**src/rtl/stack_to_bcd.sv**
```systemverilog
// Sequential double-dabble converter: stack-top binary to packed BCD for the digit bus.
// Optional BCD_SIGNED_EN: treat bin_data as two's complement and report the sign on neg.
module stack_to_bcd #(
  parameter int BIN_W  = 16,
  parameter int DIGITS = 4
) (
  input  logic                  clk,
  input  logic                  rst_n,
  input  logic                  bin_valid,
  output logic                  bin_ready,
  input  logic [BIN_W-1:0]      bin_data,
  output logic [4*DIGITS-1:0]   numbers,
  output logic                  overflow,
  output logic                  neg,
  output logic                  busy,
  output logic                  done
);

  localparam int SW      = 4 * (DIGITS + 1);
  localparam int CW      = (BIN_W > 1) ? $clog2(BIN_W) : 1;
  localparam int LIMIT_I = 10**DIGITS - 1;
  localparam logic [BIN_W:0] LIMIT = (BIN_W+1)'(LIMIT_I);

  typedef enum logic [1:0] {S_IDLE, S_CONV, S_DONE} state_t;

  state_t                r_state;
  state_t                w_state_next;
  logic [BIN_W-1:0]      r_shift;
  logic [SW-1:0]         r_scratch;
  logic [CW-1:0]         r_cnt;
  logic                  r_ovf_next;
  logic                  r_carry;
  logic [4*DIGITS-1:0]   r_numbers;
  logic                  r_overflow;
  logic                  r_done;
  logic [BIN_W:0]        w_mag;
  logic [SW-1:0]         w_adj;
  logic [4*DIGITS-1:0]   w_rev;
  logic                  w_accept;
  logic                  w_force_nines;

`ifdef BCD_SIGNED_EN
  logic w_sign;
  logic r_neg_next;
  logic r_neg;

  // Magnitude is formed one bit wider so the most negative input negates cleanly.
  assign w_sign = bin_data[BIN_W-1];
  assign w_mag  = w_sign ? ((BIN_W+1)'(0) - {w_sign, bin_data}) : {1'b0, bin_data};
  assign neg    = r_neg;
`else
  assign w_mag  = {1'b0, bin_data};
  assign neg    = 1'b0;
`endif

  assign w_accept = bin_valid & bin_ready;
  assign numbers  = r_numbers;
  assign overflow = r_overflow;
  assign done     = r_done;

  genvar gi;
  generate
    for (gi = 0; gi < DIGITS + 1; gi++) begin : g_adj
      assign w_adj[4*gi +: 4] = (r_scratch[4*gi +: 4] >= 4'd5) ?
                                (r_scratch[4*gi +: 4] + 4'd3) : r_scratch[4*gi +: 4];
    end
    // Display wants the most significant digit in the lowest nibble.
    for (gi = 0; gi < DIGITS; gi++) begin : g_rev
      assign w_rev[4*gi +: 4] = r_scratch[4*(DIGITS-1-gi) +: 4];
    end
  endgenerate

  // Any digit beyond the display width, or a lost carry, must never reach the bus.
  assign w_force_nines = r_ovf_next | r_carry | (|r_scratch[SW-1 -: 4]);

  always_ff @(posedge clk or negedge rst_n) begin
    if (!rst_n) begin
      r_state <= S_IDLE;
    end else begin
      r_state <= w_state_next;
    end
  end

  always_comb begin
    w_state_next = r_state;
    bin_ready    = 1'b0;
    busy         = 1'b0;
    case (r_state)
      S_IDLE: begin
        bin_ready = 1'b1;
        if (bin_valid) w_state_next = S_CONV;
      end
      S_CONV: begin
        busy = 1'b1;
        if (r_cnt == '0) w_state_next = S_DONE;
      end
      S_DONE:  w_state_next = S_IDLE;
      default: w_state_next = S_IDLE;
    endcase
  end

  always_ff @(posedge clk or negedge rst_n) begin
    if (!rst_n) begin
      r_shift    <= '0;
      r_scratch  <= '0;
      r_cnt      <= '0;
      r_ovf_next <= 1'b0;
      r_carry    <= 1'b0;
      r_numbers  <= '0;
      r_overflow <= 1'b0;
      r_done     <= 1'b0;
`ifdef BCD_SIGNED_EN
      r_neg_next <= 1'b0;
      r_neg      <= 1'b0;
`endif
    end else begin
      r_done <= 1'b0;
      case (r_state)
        S_IDLE: begin
          if (w_accept) begin
            r_shift    <= w_mag[BIN_W-1:0];
            r_scratch  <= '0;
            r_cnt      <= CW'(BIN_W - 1);
            r_ovf_next <= (w_mag > LIMIT);
            r_carry    <= 1'b0;
`ifdef BCD_SIGNED_EN
            r_neg_next <= w_sign;
`endif
          end
        end
        S_CONV: begin
          r_scratch <= {w_adj[SW-2:0], r_shift[BIN_W-1]};
          r_shift   <= {r_shift[BIN_W-2:0], 1'b0};
          r_carry   <= r_carry | w_adj[SW-1];
          r_cnt     <= r_cnt - CW'(1);
        end
        S_DONE: begin
          r_numbers  <= w_force_nines ? {DIGITS{4'h9}} : w_rev;
          r_overflow <= r_ovf_next;
          r_done     <= 1'b1;
`ifdef BCD_SIGNED_EN
          r_neg      <= r_neg_next;
`endif
        end
        default: ;
      endcase
    end
  end

endmodule

```
**config.mk**
```make
export PLATFORM = sky130hd
export DESIGN_NAME = stack_to_bcd
export DESIGN_NICKNAME = d
export VERILOG_FILES = /design/src/rtl/stack_to_bcd.sv
export SDC_FILE = /design/constraint.sdc
export NUM_CORES = 1
export LEC_CHECK = 0
export BUFFER_PORTS_ARGS = -buffer_cell sky130_fd_sc_hd__buf_2
export CELL_PAD_IN_SITES_DETAIL_PLACEMENT = 1
export CELL_PAD_IN_SITES_GLOBAL_PLACEMENT = 2
export CORE_ASPECT_RATIO = 0.8
export CORE_MARGIN = 3
export CORE_UTILIZATION = 35
export DETAILED_ROUTE_END_ITERATION = 7
export PLACE_DENSITY = 0.85
export SKIP_LAST_GASP = 1
export SYNTH_ARGS = -nofsm -noshare
export SYNTH_HDL_FRONTEND = slang
export SYNTH_SLANG_ARGS = --single-unit
```
**constraint.sdc**
```tcl
create_clock -name clk -period 4.08 [get_ports clk]
set_input_delay 1.224 -clock clk [delete_from_list [all_inputs] [get_ports clk]]
set_output_delay 1.224 -clock clk [all_outputs]
set_load 0.02 [all_outputs]
```
== Yosys cells after proc, flatten, opt, wreduce, memory -nomap -nowiden ==
Index checks and enable logic that the tools add are counted.

* $add $sub $neg: 6
* Bitwise gates (word level): 4
* Mux-type cells: 20
* Eq/ne operators: 5
* Reductions and logical operators: 7
* $lt $le $gt $ge: 6

{| class="wikitable"
|+ Operator list
! kind !! number
|-
| one-hot mux 20 bit (2 select lines) || 1
|-
| two-way mux 16 bit || 2
|-
| one-hot mux 16 bit (2 select lines) || 1
|-
| two-way mux 4 bit || 6
|-
| adder 4 x 2 -> 4 bit, second input constant || 5
|-
| >= comparator 4 x 3 -> 1 bit, second input constant || 5
|-
| two-way mux 20 bit || 1
|-
| > comparator 16 x 14 -> 1 bit, second input constant || 1
|-
| one-hot mux 4 bit (2 select lines) || 1
|-
| inequality test 2 bit, second input constant || 3
|-
| AND reduction 2 bit || 3
|-
| logical NOT 4 bit || 1
|-
| two-way mux 1 bit || 4
|-
| two-way mux 2 bit || 2
|-
| one-hot mux 2 bit (2 select lines) || 1
|-
| OR reduction 4 bit || 1
|-
| subtractor 4 x 1 -> 4 bit, second input constant || 1
|-
| bitwise OR 1 bit || 3
|-
| equality test 2 x 1 -> 1 bit, second input constant || 1
|-
| equality test 2 bit, second input constant || 1
|-
| logical NOT 2 bit || 1
|-
| one-hot mux 1 bit (2 select lines) || 1
|-
| nonzero test 2 bit || 1
|-
| AND 1 bit || 1
|}

* Output and inout port bits: 21
* Bits of input ports: 19
* Register bits: 62

== Logic depth before layout (Yosys ltp) ==
Gate-level depths: netlist of the first run.

* Depth in word-level cells: 5
* Mapped depth: 7

== Least setup slack after synthesis of the first run ==
OpenSTA, ideal clock, no wires.

* Kind: register to output
* From: reg r_state[1]
* To: out busy
* Data required time: 2.856 ns
* Buffers on the path: 1
* Path slack: 1.765 ns
* Arrival time: 1.091 ns
* Cell stages (with the launch flop): 4
* Cells stage by stage: dfrtp_1 -> nand2b_2 -> inv_2 -> clkbuf_1

* Word-level cells in the longest chain between the ends: 2

{| class="wikitable"
|+ Ends and longest elaborated chain
! what !! line !! source
|-
| start, declared || 26 || <nowiki>state_t r_state;</nowiki>
|-
| start signal, assigned || 80 || <nowiki>r_state <= w_state_next;</nowiki>
|-
| equality test 2 x 1 -> 1 bit || 88 || <nowiki>case (r_state)</nowiki>
|-
| two-way mux 1 bit || 88 ||
|-
| end, declared || 15 || <nowiki>output logic busy,</nowiki>
|}

Every way passes these cells.

== Worst setup path after layout of the first run ==
Same ends and word-level chain as after synthesis.

==> run_results.csv, run 1 <==
group,metric,value,unit
outcome,status,"finished clean",
worst_hold_path,hold_path_depth,2,
sta,layout_setup_ws,0.994,ns
global_route,grt_first_pass_wirelength,12.0,mm
cells_and_area,diodes,0,
clocking,cts_inserted_buffers,9,
sta,relSlewSlack,0.483,
clocking,post_cts_buffers,0,
worst_hold_path,hp-start,"numbers[0]",
cells_and_area,nNetsFinal,356,
cells_and_area,layout-drive-gt1-share,0.210,
power,leakage,0.00166,µW
job,maxCapViolations,0,
placed_design,place_hpwl,4.93,mm
clocking,postCtsHoldBufs,0,
sta,timing.final.crit_share,0.756,
cells_and_area,layout_common_cells,"nand2_1, dfrtp_1, buf_2",
floorplan,dieArea,9610,µm²
sta,finClkSkew,0.00968,ns
setup_path,path_class,"reg2out",
sta,finalSetupViolations,0,
clocking,cts_sinks,62,
floorplan,initial_utilization,0.366,
global_route,grt_pass1_vias,2396,
route,via_per_inst,5.11,
power,power.density,805,nW/µm²
setup_path,cp.required,2.86,ns
clocking,cts-htree-levels,3,
logic_synthesis,synth_seq_area_share,0.524,
setup_path,crit_path_start_kind,"flop",
route,ant_nets,0,
global_route,grtUsageTotal,0.161,
sta,rsz0062_at_grt,"no",
setup_path,arrival,1.86,ns
setup_path,worstSetupEndpointType,"primary output",
logic_synthesis,synth.area.top_cells,"dfrtp_1, nand2_1, ha_1",
worst_hold_path,whs_endpoint,"numbers[0]",
route,wl_per_cell,16.2,µm
clocking,ctsResizeCount,0,
floorplan,core,8090,µm²
sta,tns,0,ns
cells_and_area,nFillCells,929,
logic_synthesis,yosysTopAreaCellShare,0.524,
setup_path,reg2reg_depth,5,
route,first_pass_iters,4,
clocking,clk_latency,0.33,ns
global_route,grt-ovfl-total,0,
route,routed_wl,7.06,mm
logic_synthesis,synth_top_area_cell,"dfrtp_1",
logic_synthesis,synth.avg_cell_area,10.3,µm²
worst_hold_path,hold_path.class,"reg2reg",
logic_synthesis,synth.distinct_cells,37,
floorplan,die_y,88.3,µm
setup_path,path_max_fanout,21,
floorplan,io_pins,40,
sta,max_freq,324,MHz
logic_synthesis,synth_seq_cells,62,
route,drc_errors,0,
clocking,clock_path_buffers,2,
logic_synthesis,synthesis.area,2960,µm²
global_route,antenna_found_initial,0,
logic_synthesis,syn-num-nets,318,
sta,worst_slew_pin_slew,0.776,ns
floorplan,num_rows,29,
logic_synthesis,synthCells,287,
floorplan,die_w,109,µm
clocking,clockRootBuffer,"clkbuf_8",
setup_path,r2r_start,"r_state[1]",
sta,drv_slew,0,
route,drtIter0Drc,96,
placed_design,gp_congestion,0.745,
route,num_vias,2232,
global_route,grt_max_degree,35,
sta,hold_viol_final,0,
logic_synthesis,yosys_warnings,0,
cells_and_area,area_growth,15.5,%
sta,period_needed,3.09,ns
power,ir_drop,0.205,mV
setup_path,reg2reg_slack,1.54,ns
clocking,path_clk_slew,0.06,ns
placed_design,portBuffers,38,
cells_and_area,layout_commonest_cell,"nand2_1",
placed_design,place_ws,0.943,ns
setup_path,rr_endpoint,"r_scratch[3]",
clocking,cts_tree,"built",
## where the power goes
group | internal (µW) | leakage (µW) | switching, µW
Sequential | 867 | 0.000791 | 198
Clock | 231 | 0.0000889 | 232
Combinational | 500 | 0.000777 | 724
Total | 1600 | 0.00166 | 1150
## cell usage after synthesis (all sizes together)
master / number
buf: 6
and2: 1
nand2b: 7
a211oi: 1
a32o: 5
a21oi: 6
dfrtp: 62
o21bai: 1
or2: 1
nor4: 3
a31oi: 1
nand3: 1
nor3b: 2
o22a: 1
clkbuf: 10
nor2: 6
o21ai: 22
o31ai: 10
nand2: 65
mux2i: 5
o22ai: 5
inv: 15
conb: 1
a22o: 5
ha: 12
nor3: 2
nand4: 1
xor2: 5
xnor2: 5
o32ai: 5
a22oi: 15
## sequential cells by signal, indices dropped and copies added, names as in the netlist
signal / count
numbers: 16
r_ovf_next: 1
done: 1
r_cnt: 4
r_carry: 1
r_scratch: 20
overflow: 1
r_shift: 16
r_state: 2
## final cells by class
type | count | area, µm² | share of cell area
Clock inverter | 4 | 23.8 | 0.00695
Multi-Input combinational cell | 194 | 1270 | 0.372
Clock buffer | 11 | 141 | 0.0413
Tap cell | 108 | 135 | 0.0395
Timing Repair Buffer | 43 | 240 | 0.0703
Sequential cell | 62 | 1550 | 0.454
Inverter | 15 | 56.3 | 0.0165
## cell families after synthesis
kind of cell,after synthesis,synth area share
and+or+nand+nor,89,0.132
AOI/OAI and AO/OA,77,0.199
DFF,62,0.524
buffers and inverters,31,0.0469
adders and majority gates,12,0.0507
xor gates and xnor gates,10,0.0296
muxes,5,0.0169
other,1,0.00127
## routing by layer
| layer | GRT usage | vias up | share of wire |
|---|---|---|---|
| li1 | - | 1076 | - |
| met1 | 0.223 | 1123 | 0.49 |
| met2 | 0.254 | 26 | 0.47 |
| met3 | 0.0365 | 7 | 0.027 |
| met4 | 0.0516 | 0 | 0.0065 |
| met5 | 0 | - | 0 |
## how the worst max path moves through the flow
stage / cells after the start / slack, ns / end / start
after detailed placement: 5 / 0.94 / r_scratch[3] / bin_valid
after global placement: 5 / 1.06 / r_scratch[11] / bin_valid
final: 3 / 0.99 / busy / r_state[1]
after CTS: 3 / 0.98 / busy / r_state[1]
after global routing: 3 / 0.90 / busy / r_state[1]
after floorplan: 3 / 1.76 / busy / r_state[1]
## metrics by stage
step                std cells   util  hold slack (ns)  cell area (µm²)  power (µW)
floorplan                 287      -            0.446             2960        1980
global placement          422  0.402            0.449             3250        2240
detailed placement        422  0.402            0.461             3250        2310
CTS                       437  0.423            0.476             3420        2780
global route              437  0.423            0.492             3420        3000
finish                    437  0.423            0.472             3420        2750
## worst max-delay path, cell delays in order, from the launching register on
cell and delay, ns:
dfrtp_1 0.44, nand2b_2 0.48, inv_2 0.38, buf_2 0.23
(Power assumes the default switching activity.)
==> run 2, diff against run 1 <==
- clock period: 4.08 -> 2.85 ns (I/O delays scaled with it)
==> run_results.csv, run 2 (same netlist as run 1, synthesis figures left out) <==
group,metric,value,unit
outcome,status,"finished clean",
global_route,grt_max_degree,63,
setup_path,arrival,1.49,ns
floorplan,die_y,88.3,µm
setup_path,crit_start,"r_state[1]",
sta,whs,0.463,ns
global_route,grt_pass1_vias,2343,
sta,hold_viol_final,0,
floorplan,num_rows,29,
sta,timing.final.crit_share,0.822,
power,clkPwrFrac,0.214,
sta,drv_slew,0,
clocking,clock_path_buffers,2,
cells_and_area,largest_reg_flops,20,
floorplan,core,8090,µm²
route,ant_nets,0,
setup_path,reg2reg_slack,0.93,ns
power,p_comb_frac,0.422,
setup_path,path_max_fanout,19,
cells_and_area,diodes,0,
power,switching_share,0.397,
cells_and_area,area_growth,18.5,%
cells_and_area,nNetsFinal,359,
power,seqPwrFrac,0.364,
worst_hold_path,whs_endpoint,"numbers[4]",
sta,finClkSkew,0.0117,ns
setup_path,cp.required,2.00,ns
floorplan,initial_utilization,0.366,
global_route,grt-ovfl-total,0,
sta,rsz0062_at_grt,"no",
clocking,cts-htree-levels,3,
setup_path,worstSetupEndpointType,"primary output",
sta,tns,0,ns
worst_hold_path,hold_path_depth,2,
placed_design,gp_congestion,0.753,
cells_and_area,layout_common_cells,"nand2_1, dfrtp_1, buf_2",
placed_design,place_ws,0.705,ns
power,p_int,2520,µW
sta,relSlewSlack,0.641,
route,num_vias,2221,
worst_hold_path,hp-start,"numbers[4]",
sta,period_needed,2.34,ns
route,drtIter0Drc,95,
power,p_switching,1660,µW
cells_and_area,top_register,"r_scratch",
worst_hold_path,hold_path.class,"reg2reg",
route,via_per_inst,5.04,
sta,worst_slew_pin_slew,0.539,ns
sta,finalSetupViolations,0,
clocking,ctsResizeCount,0,
floorplan,dieArea,9610,µm²
clocking,cts_tree,"built",
floorplan,die_w,109,µm
route,routed_wl,6.87,mm
sta,layout_setup_ws,0.507,ns
route,wl_per_cell,15.6,µm
clocking,postCtsHoldBufs,0,
placed_design,dpl_cell_area,3280,µm²
clocking,cts_sinks,62,
route,first_pass_iters,5,
cells_and_area,fin_area,3510,µm²
power,power.density,1190,nW/µm²
global_route,antenna_found_initial,0,
setup_path,crit_path_start_kind,"flop",
clocking,cts_inserted_buffers,9,
power,leakage,0.00170,µW
setup_path,rr_endpoint,"r_scratch[15]",
cells_and_area,layout_commonest_cell,"nand2_1",
placed_design,place_hpwl,4.62,mm
global_route,grtUsageTotal,0.161,
global_route,grt_first_pass_wirelength,11.8,mm
power,ir_drop,0.378,mV
floorplan,io_pins,40,
setup_path,r2r_start,"r_state[1]",
sta,max_freq,427,MHz
setup_path,path_class,"reg2out",
cells_and_area,layout-drive-gt1-share,0.222,
clocking,clockRootBuffer,"clkbuf_8",
placed_design,portBuffers,38,
clocking,clk_latency,0.35,ns
clocking,path_clk_slew,0.07,ns
route,drc_errors,0,
setup_path,reg2reg_depth,5,
clocking,post_cts_buffers,0,
job,maxCapViolations,0,
==> run 2: per-layer routing <==
layer,GRT usage,vias to the layer above,share of wire
li1,-,1081,-
met1,0.213,1102,0.47
met2,0.256,29,0.49
met3,0.0474,9,0.032
met4,0.0516,0,0.0071
met5,0,-,0
==> run 2: final cells by class <==
cell class                 count  area (µm²)
fill                         923        4580
tap                          108         135
clock buffer                  11         151
timing repair buffer          46         263
sequential                    62        1550
inverter                      15        56.3
clock inverter                 5        81.3
multi-input combinational    194        1270
==> run 2: worst max-delay path by stage <==
| stage | slack [ns] | end | cells past startpoint |
|---|---|---|---|
| global placement | 0.77 | r_scratch[7] | 5 |
| global route | 0.40 | busy | 3 |
| CTS | 0.47 | busy | 3 |
| detailed placement | 0.71 | r_scratch[15] | 5 |
| floorplan | 0.90 | busy | 3 |
| finish | 0.51 | busy | 3 |
==> run 2: metrics by stage <==
step	total power [µW]	util	std cells
final	4180	0.434	441
after global routing	4550	0.434	441
after CTS	4240	0.434	441
after detailed placement	3310	0.405	425
after global placement	3220	0.405	425
after floorplan	2830	-	287
==> run 2: worst max-delay path, stage by stage, from the launching register on <==
cell      delay, ns
dfrtp_1        0.43
nand2b_2       0.21
inv_2          0.27
buf_2          0.24
==> run 2: power by group through the flow <==
| stage | combinational [µW] | clock, µW | sequential (µW) |
|---|---|---|---|
| global placement | 1710 | 0 | 1520 |
| global route | 2020 | 959 | 1570 |
| CTS | 1800 | 919 | 1520 |
| finish | 1770 | 895 | 1520 |
| floorplan | 1290 | 0 | 1540 |
| detailed placement | 1780 | 0 | 1530 |
==> run 3, diff against run 2 <==
- CORE_UTILIZATION: 35 -> 33
- PLACE_DENSITY: 0.85 -> 0.84
- clock period: 2.85 -> 1.9 ns (I/O delays scaled with it)
==> run_results.csv, run 3 (same netlist as run 1, synthesis figures left out) <==
group,metric,value,unit
setup_path,path_max_fanout,9,
cells_and_area,nFillCells,1018,
cells_and_area,layout_common_cells,"nand2_1, dfrtp_1, buf_2",
setup_path,crit_path_start_kind,"flop",
clocking,cts_sinks,62,
global_route,grt-ovfl-total,0,
global_route,grt_max_degree,63,
cells_and_area,diodes,0,
sta,finClkSkew,0.00739,ns
floorplan,num_rows,30,
cells_and_area,nNetsFinal,362,
global_route,grt_pass1_vias,2389,
clocking,cts_inserted_buffers,9,
setup_path,rr_endpoint,"r_scratch[18]",
sta,timing.final.crit_share,0.944,
sta,max_freq,557,MHz
sta,period_needed,1.79,ns
clocking,clock_path_buffers,2,
setup_path,reg2reg_depth,6,
floorplan,core,8600,µm²
floorplan,die_y,90.7,µm
route,drtIter0Drc,77,
floorplan,initial_utilization,0.345,
setup_path,path_class,"reg2out",
setup_path,reg2reg_slack,0.26,ns
setup_path,cp.required,1.33,ns
placed_design,portBuffers,38,
floorplan,io_pins,40,
route,routed_wl,6.85,mm
sta,worst_slew_pin_slew,0.516,ns
clocking,postCtsHoldBufs,0,
route,num_vias,2284,
power,ir_drop,0.417,mV
clocking,path_clk_slew,0.07,ns
sta,whs,0.229,ns
global_route,grt_first_pass_wirelength,12.0,mm
sta,rsz0062_at_grt,"no",
sta,relSlewSlack,0.655,
setup_path,crit_end,"busy",
cells_and_area,top_register,"r_scratch",
clocking,cts-htree-levels,3,
setup_path,crit_start,"r_state[1]",
job,maxCapViolations,0,
floorplan,dieArea,10200,µm²
setup_path,worstSetupEndpointType,"primary output",
route,wl_per_cell,15.3,µm
cells_and_area,largest_reg_flops,20,
power,power.density,1730,nW/µm²
global_route,grtUsageTotal,0.147,
cells_and_area,area_growth,18.0,%
route,via_per_inst,5.10,
clocking,cts_tree,"built",
floorplan,die_w,112,µm
route,drc_errors,0,
setup_path,r2r_start,"r_scratch[16]",
placed_design,gp_congestion,0.740,
cells_and_area,layout-drive-gt1-share,0.226,
sta,drv_slew,0,
sta,hold_viol_final,0,
power,leakage,0.00169,µW
clocking,clockRootBuffer,"clkbuf_8",
setup_path,arrival,1.22,ns
placed_design,place_hpwl,4.68,mm
outcome,status,"finished clean",
route,ant_nets,0,
route,first_pass_iters,4,
clocking,clk_latency,0.34,ns
sta,finalSetupViolations,0,
worst_hold_path,hold_path.class,"in2async",
sta,tns,0,ns
cells_and_area,layout_commonest_cell,"nand2_1",
global_route,antenna_found_initial,0,
run 3: cell types whose count changed in the layout (fill, tap and decap cells not counted):
cell	delta
buf_4	+2
bufinv_16	-2
buf_12	+1
clkbuf_1	+1
clkbuf_8	-1
clkinv_2	+1
clkinv_4	-1
clkinvlp_4	+1
inv_2	-1
inv_4	+1
inv_6	+1
run 3: layout make-up:
| type | count | area [µm²] | share of cell area |
|---|---|---|---|
| well taps | 112 | 140 | 0.0401 |
| clock inverters | 5 | 33.8 | 0.00967 |
| repair buffers | 49 | 298 | 0.0852 |
| flip-flops and latches | 62 | 1550 | 0.444 |
| multi-input cells | 194 | 1270 | 0.364 |
| inverters | 15 | 58.8 | 0.0168 |
| clock buffers | 11 | 141 | 0.0405 |
run 3: stage by stage:
stage / power (µW) / utilization / cell area, µm² / setup WS (ns) / cells
global placement: 4910 / 0.385 / 3310 / 0.292 / 431
CTS: 6140 / 0.407 / 3490 / 0.0792 / 448
detailed placement: 5040 / 0.385 / 3310 / 0.242 / 431
global route: 6590 / 0.407 / 3490 / 0.0292 / 448
floorplan: 4250 / - / 2960 / 0.239 / 287
finish: 6050 / 0.407 / 3490 / 0.106 / 448
run 3: where the power goes:
group	switching (µW)	internal (µW)	total (µW)
clock network	543	509	1050
logic	1550	1180	2730
registers	412	1860	2270
run 3: per-layer routing:
layer / vias to the layer above / part of all wire / GRT usage
li1: 1084 / - / -
met1: 1158 / 0.48 / 0.196
met2: 32 / 0.47 / 0.231
met3: 10 / 0.034 / 0.0429
met4: 0 / 0.015 / 0.0486
met5: - / 0 / 0
run 3: how the worst min path moves through the flow:
stage	startpoint	cells after the start	slack (ns)	end
final	rst_n	2	0.23	done
after global routing	rst_n	2	0.24	done
after CTS	rst_n	2	0.24	done
after detailed placement	numbers[7]	2	0.46	numbers[7]
after global placement	numbers[4]	2	0.44	numbers[4]
after floorplan	rst_n	0	0.27	done
run 3: repair_timing:
action | in CTS | in global routing
setup buffers | 1 | 0
gates resized for setup | 1 | 0
endpoints found under the setup margin | 1 | 0
run 3: worst max-delay path, cell delays in order, from the launching register on:
cell and delay [ns]:
dfrtp_1 0.37, nand2b_2 0.20, inv_4 0.12, buf_2 0.18
